==> src/rtl/rtc_control_if.sv <==
// Multiplexed address/data bus between the controller and the RTC chip.
// All strobes are active-low. A transaction is four equal phases:
//   1: cs=0 a_d=0 wr=0, dato_oe=1, dato_o = register address
//   2: strobes high, bus released
//   3: cs=0 a_d=1, then either wr=0 with dato_oe=1 and dato_o = data (write)
//      or rd=0 with the bus released and dato_i sampled on the last cycle (read)
//   4: strobes high, bus released
// dato_oe=0 means the controller leaves the bus in Hi-Z.
interface rtc_control_if;
  logic [7:0] dato_o;
  logic [7:0] dato_i;
  logic       dato_oe;
  logic       a_d;
  logic       cs;
  logic       rd;
  logic       wr;
  logic [2:0] dbg_state;

  modport master (output dato_o, dato_oe, a_d, cs, rd, wr, dbg_state, input dato_i);
  modport slave  (input dato_o, dato_oe, a_d, cs, rd, wr, dbg_state, output dato_i);
endinterface

==> src/rtl/rtc_control.sv <==
// RTC chip controller: polls clock/date/timer registers, supports user edits
// with write-back, alarm on armed timer expiry, and 12/24 h hour display.
module rtc_control #(
  parameter int PH = 10
) (
  input  logic       clk,
  input  logic       reset,
  input  logic       sw0,
  input  logic       sw1,
  input  logic       sw2,
  input  logic       enUP,
  input  logic       enDOWN,
  input  logic       enRIGHT,
  input  logic       enLEFT,
  input  logic       desactivar_alarma,
  input  logic       formato_hora,
  rtc_control_if.master bus,
  output logic [7:0] out_seg_hora,
  output logic [7:0] out_min_hora,
  output logic [7:0] out_hora_hora,
  output logic [7:0] out_dia_fecha,
  output logic [7:0] out_mes_fecha,
  output logic [7:0] out_jahr_fecha,
  output logic [7:0] out_dia_semana,
  output logic [7:0] out_seg_timer,
  output logic [7:0] out_min_timer,
  output logic [7:0] out_hora_timer,
  output logic       estado_alarma,
  output logic [1:0] cursor_location,
  output logic       AM_PM
);
  localparam int CW = (PH > 1) ? $clog2(PH) : 1;

  typedef enum logic [2:0] {ST_IDLE, ST_P1, ST_P2, ST_P3, ST_P4} st_t;

  // Register index 0..9 follows the polling order; groups: 1=time 2=date 3=timer.
  function automatic logic [1:0] grp_of(input logic [3:0] i);
    if (i < 4'd3) return 2'd1;
    if (i < 4'd6) return 2'd2;
    if (i == 4'd6) return 2'd0;
    return 2'd3;
  endfunction

  function automatic logic [3:0] base_of(input logic [1:0] g);
    case (g)
      2'd2:    return 4'd3;
      2'd3:    return 4'd7;
      default: return 4'd0;
    endcase
  endfunction

  function automatic logic [7:0] addr_of(input logic [3:0] i);
    if (i < 4'd7) return 8'h21 + {4'h0, i};
    return 8'h41 + {4'h0, i - 4'd7};
  endfunction

  function automatic logic [7:0] hi_of(input logic [3:0] i);
    case (i)
      4'd2, 4'd9: return 8'h23;
      4'd3:       return 8'h31;
      4'd4:       return 8'h12;
      4'd5:       return 8'h99;
      default:    return 8'h59;
    endcase
  endfunction

  function automatic logic [7:0] lo_of(input logic [3:0] i);
    return (i == 4'd3 || i == 4'd4) ? 8'h01 : 8'h00;
  endfunction

  function automatic logic [7:0] bcd_inc(input logic [7:0] v, input logic [7:0] lo, input logic [7:0] hi);
    if (v >= hi) return lo;
    if (v[3:0] >= 4'd9) return {v[7:4] + 4'd1, 4'h0};
    return v + 8'd1;
  endfunction

  function automatic logic [7:0] bcd_dec(input logic [7:0] v, input logic [7:0] lo, input logic [7:0] hi);
    if (v <= lo || v > hi) return hi;
    if (v[3:0] == 4'd0) return {v[7:4] - 4'd1, 4'h9};
    return v - 8'd1;
  endfunction

  st_t           st_q;
  logic [CW-1:0] cnt_q;
  logic          cs_q, rd_q, wr_q, a_d_q, oe_q;
  logic [7:0]    dato_q;
  logic [7:0]    val_q [10];
  logic [3:0]    poll_q, cur_idx_q;
  logic          is_wr_q;
  logic [7:0]    wdata_q, rdata_q;
  logic          wr_pend_q;
  logic [1:0]    wr_grp_q, wr_idx_q;
  logic [1:0]    mode_q, mode_d;
  logic [1:0]    cursor_q;
  logic          armed_q, estado_q;

  logic          ph_last, start, store, alarm_set, rd_blocked;
  logic [1:0]    cur_grp;
  logic [3:0]    nxt_idx, fi;

  assign ph_last = (cnt_q == CW'(PH - 1));
  assign start   = (st_q == ST_IDLE) || (st_q == ST_P4 && ph_last);

  // Mode selection, next transaction choice, read-store gating and alarm detection
  always_comb begin
    mode_d     = sw0 ? 2'd1 : sw1 ? 2'd2 : sw2 ? 2'd3 : 2'd0;
    nxt_idx    = wr_pend_q ? base_of(wr_grp_q) + {2'b00, wr_idx_q} : poll_q;
    fi         = base_of(mode_q) + {2'b00, cursor_q};
    cur_grp    = grp_of(cur_idx_q);
    // A group being edited, or still waiting for its write-back, must not be overwritten by polls.
    rd_blocked = (cur_grp != 2'd0) &&
                 ((cur_grp == mode_q) || (wr_pend_q && cur_grp == wr_grp_q));
    store      = start && (st_q == ST_P4) && !is_wr_q && !rd_blocked;
    alarm_set  = store && (cur_idx_q == 4'd9) && armed_q &&
                 (val_q[7] == 8'h00) && (val_q[8] == 8'h00) && (rdata_q == 8'h00);
  end

  // Bus FSM, register file, edit handling and alarm state
  always_ff @(posedge clk or negedge reset) begin
    if (!reset) begin
      st_q      <= ST_IDLE;
      cnt_q     <= '0;
      cs_q      <= 1'b1;
      rd_q      <= 1'b1;
      wr_q      <= 1'b1;
      a_d_q     <= 1'b0;
      oe_q      <= 1'b0;
      dato_q    <= 8'h00;
      for (int i = 0; i < 10; i++) val_q[i] <= 8'h00;
      poll_q    <= 4'd0;
      cur_idx_q <= 4'd0;
      is_wr_q   <= 1'b0;
      wdata_q   <= 8'h00;
      rdata_q   <= 8'h00;
      wr_pend_q <= 1'b0;
      wr_grp_q  <= 2'd0;
      wr_idx_q  <= 2'd0;
      mode_q    <= 2'd0;
      cursor_q  <= 2'd0;
      armed_q   <= 1'b0;
      estado_q  <= 1'b0;
    end else begin
      if (start) begin
        if (store) val_q[cur_idx_q] <= rdata_q;
        if (alarm_set) armed_q <= 1'b0;
        st_q      <= ST_P1;
        cnt_q     <= '0;
        cs_q      <= 1'b0;
        a_d_q     <= 1'b0;
        wr_q      <= 1'b0;
        rd_q      <= 1'b1;
        oe_q      <= 1'b1;
        dato_q    <= addr_of(nxt_idx);
        cur_idx_q <= nxt_idx;
        is_wr_q   <= wr_pend_q;
        wdata_q   <= val_q[nxt_idx];
        if (wr_pend_q) begin
          if (wr_idx_q == 2'd2) wr_pend_q <= 1'b0;
          wr_idx_q <= wr_idx_q + 2'd1;
        end else begin
          poll_q <= (poll_q == 4'd9) ? 4'd0 : poll_q + 4'd1;
        end
      end else begin
        cnt_q <= ph_last ? '0 : cnt_q + 1'b1;
        if (ph_last) begin
          case (st_q)
            ST_P1: begin
              st_q <= ST_P2;
              cs_q <= 1'b1;
              wr_q <= 1'b1;
              oe_q <= 1'b0;
            end
            ST_P2: begin
              st_q  <= ST_P3;
              cs_q  <= 1'b0;
              a_d_q <= 1'b1;
              if (is_wr_q) begin
                wr_q   <= 1'b0;
                oe_q   <= 1'b1;
                dato_q <= wdata_q;
              end else begin
                rd_q <= 1'b0;
              end
            end
            ST_P3: begin
              st_q    <= ST_P4;
              rdata_q <= bus.dato_i;
              cs_q    <= 1'b1;
              rd_q    <= 1'b1;
              wr_q    <= 1'b1;
              oe_q    <= 1'b0;
              a_d_q   <= 1'b0;
            end
            default: ;
          endcase
        end
      end

      // Mode changes queue the old group's write-back; later exits take precedence.
      if (mode_d != mode_q) begin
        if (mode_q != 2'd0) begin
          wr_pend_q <= 1'b1;
          wr_grp_q  <= mode_q;
          wr_idx_q  <= 2'd0;
          if (mode_q == 2'd3 && (val_q[7] | val_q[8] | val_q[9]) != 8'h00) armed_q <= 1'b1;
        end
        cursor_q <= 2'd0;
      end else if (mode_q != 2'd0) begin
        if (enRIGHT) cursor_q <= (cursor_q == 2'd2) ? 2'd0 : cursor_q + 2'd1;
        else if (enLEFT) cursor_q <= (cursor_q == 2'd0) ? 2'd2 : cursor_q - 2'd1;
        if (enUP) val_q[fi] <= bcd_inc(val_q[fi], lo_of(fi), hi_of(fi));
        else if (enDOWN) val_q[fi] <= bcd_dec(val_q[fi], lo_of(fi), hi_of(fi));
      end
      mode_q <= mode_d;

      if (desactivar_alarma) estado_q <= 1'b0;
      else if (alarm_set) estado_q <= 1'b1;
    end
  end

  logic [4:0] hbin, hsub;

  // Hour display: chip value is 24 h BCD, converted only at the output
  always_comb begin
    hbin          = {1'b0, val_q[2][7:4]} * 5'd10 + {1'b0, val_q[2][3:0]};
    hsub          = hbin - 5'd12;
    out_hora_hora = val_q[2];
    AM_PM         = 1'b0;
    if (formato_hora) begin
      if (val_q[2] == 8'h00) begin
        out_hora_hora = 8'h12;
      end else if (val_q[2] == 8'h12) begin
        AM_PM = 1'b1;
      end else if (val_q[2] > 8'h12) begin
        AM_PM         = 1'b1;
        out_hora_hora = (hsub >= 5'd10) ? {4'h1, 4'(hsub - 5'd10)} : {4'h0, hsub[3:0]};
      end
    end
  end

  assign bus.cs        = cs_q;
  assign bus.rd        = rd_q;
  assign bus.wr        = wr_q;
  assign bus.a_d       = a_d_q;
  assign bus.dato_oe   = oe_q;
  assign bus.dato_o    = dato_q;
  assign bus.dbg_state = st_q;

  assign out_seg_hora    = val_q[0];
  assign out_min_hora    = val_q[1];
  assign out_dia_fecha   = val_q[3];
  assign out_mes_fecha   = val_q[4];
  assign out_jahr_fecha  = val_q[5];
  assign out_dia_semana  = val_q[6];
  assign out_seg_timer   = val_q[7];
  assign out_min_timer   = val_q[8];
  assign out_hora_timer  = val_q[9];
  assign estado_alarma   = estado_q;
  assign cursor_location = cursor_q;
endmodule

==> src/flat_wrapper.sv <==
// flat-port wrapper written by rule: the top's interface ports become plain ports
module rtc_control_flat 
#(
  parameter int PH = 10
)
  (clk, reset, sw0, sw1, sw2, enUP, enDOWN, enRIGHT, enLEFT, desactivar_alarma, formato_hora, out_seg_hora, out_min_hora, out_hora_hora, out_dia_fecha, out_mes_fecha, out_jahr_fecha, out_dia_semana, out_seg_timer, out_min_timer, out_hora_timer, estado_alarma, cursor_location, AM_PM, bus_dato_o, bus_dato_oe, bus_a_d, bus_cs, bus_rd, bus_wr, bus_dbg_state, bus_dato_i);
  rtc_control_if bus_i ();
  input  logic clk;
  input  logic reset;
  input  logic sw0;
  input  logic sw1;
  input  logic sw2;
  input  logic enUP;
  input  logic enDOWN;
  input  logic enRIGHT;
  input  logic enLEFT;
  input  logic desactivar_alarma;
  input  logic formato_hora;
  output logic [7:0] out_seg_hora;
  output logic [7:0] out_min_hora;
  output logic [7:0] out_hora_hora;
  output logic [7:0] out_dia_fecha;
  output logic [7:0] out_mes_fecha;
  output logic [7:0] out_jahr_fecha;
  output logic [7:0] out_dia_semana;
  output logic [7:0] out_seg_timer;
  output logic [7:0] out_min_timer;
  output logic [7:0] out_hora_timer;
  output logic estado_alarma;
  output logic [1:0] cursor_location;
  output logic AM_PM;
  output wire logic [$bits(bus_i.dato_o)-1:0] bus_dato_o;
  output wire logic [$bits(bus_i.dato_oe)-1:0] bus_dato_oe;
  output wire logic [$bits(bus_i.a_d)-1:0] bus_a_d;
  output wire logic [$bits(bus_i.cs)-1:0] bus_cs;
  output wire logic [$bits(bus_i.rd)-1:0] bus_rd;
  output wire logic [$bits(bus_i.wr)-1:0] bus_wr;
  output wire logic [$bits(bus_i.dbg_state)-1:0] bus_dbg_state;
  input wire logic [$bits(bus_i.dato_i)-1:0] bus_dato_i;
  assign bus_dato_o = bus_i.dato_o;
  assign bus_dato_oe = bus_i.dato_oe;
  assign bus_a_d = bus_i.a_d;
  assign bus_cs = bus_i.cs;
  assign bus_rd = bus_i.rd;
  assign bus_wr = bus_i.wr;
  assign bus_dbg_state = bus_i.dbg_state;
  assign bus_i.dato_i = bus_dato_i;
  rtc_control #(.PH(PH)) u_core (.clk(clk), .reset(reset), .sw0(sw0), .sw1(sw1), .sw2(sw2), .enUP(enUP), .enDOWN(enDOWN), .enRIGHT(enRIGHT), .enLEFT(enLEFT), .desactivar_alarma(desactivar_alarma), .formato_hora(formato_hora), .bus(bus_i), .out_seg_hora(out_seg_hora), .out_min_hora(out_min_hora), .out_hora_hora(out_hora_hora), .out_dia_fecha(out_dia_fecha), .out_mes_fecha(out_mes_fecha), .out_jahr_fecha(out_jahr_fecha), .out_dia_semana(out_dia_semana), .out_seg_timer(out_seg_timer), .out_min_timer(out_min_timer), .out_hora_timer(out_hora_timer), .estado_alarma(estado_alarma), .cursor_location(cursor_location), .AM_PM(AM_PM));
endmodule
==> config.mk <==
export PLATFORM = sky130hd
export DESIGN_NAME = rtc_control_flat
export DESIGN_NICKNAME = d
export VERILOG_FILES = /design/src/rtl/rtc_control_if.sv /design/src/rtl/rtc_control.sv /design/src/flat_wrapper.sv
export SDC_FILE = /design/constraint.sdc
export NUM_CORES = 1
export LEC_CHECK = 0
export CORE_MARGIN = 1.5
export CORE_UTILIZATION = 45
export DETAILED_ROUTE_END_ITERATION = 10
export PLACE_DENSITY = 0.66
export SLEW_MARGIN = 20
export SYNTH_ARGS = -nofsm -noshare
export SYNTH_HDL_FRONTEND = slang
export SYNTH_SLANG_ARGS = --single-unit
export TNS_END_PERCENT = 30
==> constraint.sdc <==
create_clock -name clk -period 6.85 [get_ports clk]
set_input_delay 1.0275 -clock clk [delete_from_list [all_inputs] [get_ports clk]]
set_output_delay 1.0275 -clock clk [all_outputs]
set_load 0.02 [all_outputs]
==> flow_metrics.env <==
export IMPL_final_util=0.522
export IMPL_stdcell_count=1599
export IMPL_yosys_most_used_dff="dfrtp_1"
export IMPL_finalHoldViolCount=0
export IMPL_yosys_warnings=0
export IMPL_fillers=2235
export IMPL_cts_made_buffers=17
export IMPL_layout_area_overhead_vs_synth_pct=13.1
export IMPL_path_clk_slew_ns=0.07
export IMPL_path_buf_inv=3
export IMPL_drv_slew=0
export IMPL_critPathMaxFanout=29
export IMPL_whs_ns=0.481
export IMPL_cp_top_family="compound AO/OA/AOI/OAI gates"
export IMPL_ff_latch_area_um2=3410
export IMPL_layout_common_cells="192 x nand2_1, 133 x dfrtp_1, 117 x clkdlybuf4s50_1, 90 x nor2_1, 78 x mux2i_1"
export IMPL_io_buffers=118
export IMPL_dr_pass1_iters=6
export IMPL_fin_tns_setup_ns=0
export IMPL_synth_area_top_cells="dfrtp_1 31%, mux2i_1 7.3%, nand2_1 6.6%"
export IMPL_outcome="finished, final reports clean"
export IMPL_synth_async_reset_ratio=1.00
export IMPL_viasPerCell=6.50
export IMPL_tightest_slew_ns=1.14
export IMPL_grt_pass1_vias=9637
export IMPL_cts_root_buf="clkbuf_16"
export IMPL_ir_drop_v=0.000229
export IMPL_synth_edff_count=0
export IMPL_postCtsResizedCells=0
export IMPL_antenna_left=0
export IMPL_vias=10400
export IMPL_maxCapViolCount=0
export IMPL_rsz0062_at_grt="no"
export IMPL_min_path_type="reg -> reg"
export IMPL_post_route_drc_count=0
export IMPL_ios=119
export IMPL_yosys_area_top_type="dfrtp_1"
export IMPL_antenna_found_initial=0
export IMPL_max_freq_mhz=175
export IMPL_dieArea_um2=25100
export IMPL_setup_viol=0
export IMPL_synth_top_area_frac=0.306
export IMPL_syn_area_um2=10900
export IMPL_start_util=0.461
export IMPL_worstPathArrival_ns=6.04
export IMPL_power_density_nw_per_um2=402
export IMPL_drtIter0Drc=1485
export IMPL_cp_cell_sequence="ha_1 > fa_1 > buf_4 > mux4_2 > o211a_1 > a211oi_1 > inv_1 > ha_1 > and4_1 > and4_1 > o2111ai_1 > o211a_1 > and2_1 > o21ai_1 > inv_1 > a221o_1"
export IMPL_die_y_um=159
export IMPL_drt_total_wl_mm=41.4
export IMPL_track_usage=0.334
export IMPL_avgSynthCellArea_um2=8.65
export IMPL_place_gp_congestion=1.01
export IMPL_num_rows=56
export IMPL_cts_max_level=4
export IMPL_multi_input_area_um2=6470
export IMPL_worstSetupPathType="reg -> reg"
export IMPL_synthCells=1259
export IMPL_crit_required_ns=7.16
export IMPL_cts_tree="yes"
export IMPL_power_leakage_uw=0.00494
export IMPL_crit_slowest_cell="mux4_2"
export IMPL_diodes=0
export IMPL_grt_ovfl_total=0
export IMPL_fin_skew_ns=0.0119
export IMPL_finalCritPeriodShare=0.836
export IMPL_synth_nets=1310
export IMPL_critPathCaptureType="flip-flop"
export IMPL_clockBufferDepth=2
export IMPL_cpPeakStageDelay_ns=0.56
export IMPL_cts_sinks=136
export IMPL_power_uw=4950
export IMPL_crit_path_start_kind="flip-flop"
export IMPL_insertion_delay_ns=0.43
export IMPL_die_w_um=159
export IMPL_dp_hpwl_mm=29.9
export IMPL_wl_per_cell_um=25.9
export IMPL_max_slew_margin=0.240
export IMPL_synth_distinct_cells=89
export IMPL_fin_nets=1318
export IMPL_period_needed_ns=5.73
export IMPL_grt_first_pass_wirelength_mm=61.3
export IMPL_ys_ff_latch=136
export IMPL_grt_max_degree=80
export IMPL_final_common_cell="nand2_1"
export IMPL_layout_drive_gt1_share=0.108
export IMPL_synth_seq_area_share=0.313
export IMPL_cts_hold_buffers=0
export IMPL_post_cts_repair_setup_buffers=0
export IMPL_dp_cells=1567
export IMPL_core_um2=23600
report_power, final:
part	switching, uW	total, uW	internal (uW)
clock network	408	917	509
logic	1650	2690	1040
registers	364	1340	980
total	2420	4950	2530
path summary, 6_finish.rpt:
path	cells past startpoint	to	slack [ns]	startpoint
max in group asynchronous	2	u_core.wdata_q[3]$_DFFE_PN0N_	5.08	reset
max reg2reg	16	u_core.out_min_timer[3]$_DFF_PN0_	1.12	u_core.cursor_location[0]$_DFFE_PN0P_
min	2	u_core.bus.dato_o[4]$_DFFE_PN0P_	0.48	u_core.bus.dato_o[4]$_DFFE_PN0P_
max	16	u_core.out_min_timer[3]$_DFF_PN0_	1.12	u_core.cursor_location[0]$_DFFE_PN0P_
min in group asynchronous	1	u_core.cursor_location[1]$_DFFE_PN0P_	0.59	reset
min reg2reg	2	u_core.bus.dato_o[4]$_DFFE_PN0P_	0.48	u_core.bus.dato_o[4]$_DFFE_PN0P_
routing by layer:
layer	vias to the layer above	track usage	routed length, um
li1	4544	-	-
met1	4990	0.462	16800
met2	703	0.491	17900
met3	151	0.0618	4350
met4	0	0.188	2390
met5	-	0	0
Yosys cell counts (14+ instances only):
cell type	count
mux2_2	29
mux2i_1	79
ha_1	29
a221o_1	24
mux4_2	14
buf_2	14
nand2_1	192
inv_1	33
nand3_1	61
buf_4	74
o22ai_1	22
nor2_1	90
o21ai_0	61
nor3_1	21
a21oi_1	61
clkbuf_1	45
o211ai_1	19
dfrtp_1	133
xnor2_1	16
layout make-up:
class                           count  area share
Clock inverter                     14      0.0112
Inverter                           35      0.0107
Multi-Input combinational cell    939       0.526
Tap cell                          319      0.0324
Sequential cell                   136       0.277
Timing Repair Buffer              138       0.109
Clock buffer                       18      0.0348
flip-flops by register name, indices dropped and copies added, names as in the netlist, 8 cells and up:
register,flops
u_core.out_hora_timer,8
u_core.val_q,8
u_core.wdata_q,8
u_core.rdata_q,8
u_core.out_mes_fecha,8
u_core.out_min_hora,8
u_core.out_dia_semana,8
u_core.out_jahr_fecha,8
u_core.bus.dato_o,8
u_core.out_min_timer,8
u_core.out_dia_fecha,8
u_core.out_seg_hora,8
u_core.out_seg_timer,8
worst min-delay path: cells and delay by family (launching register included):
kind               cells  cell delay [ns]
AOI/OAI and AO/OA      1             0.06
DFF                    1             0.34
and+or+nand+nor        1             0.04
per-stage QoR:
stage | cell area [um2] | setup slack (ns)
after global routing | 12300 | 0.853
after CTS | 12300 | 1.19
after floorplan | 10900 | 1.90
after global placement | 11700 | 1.27
final | 12300 | 1.12
after detailed placement | 11700 | 1.19
cells by family (layout without fill, tap and decap cells):
logic type,Yosys count,after routing,synth area share
mux,130,130,0.144
compound gates,306,306,0.201
buf+inv,184,205,0.0934
flops,136,136,0.313
fa+ha+maj,32,32,0.0388
xor+xnor,20,20,0.0161
simple gates,451,451,0.194
Note: power is estimated with default switching activity, not from simulation.
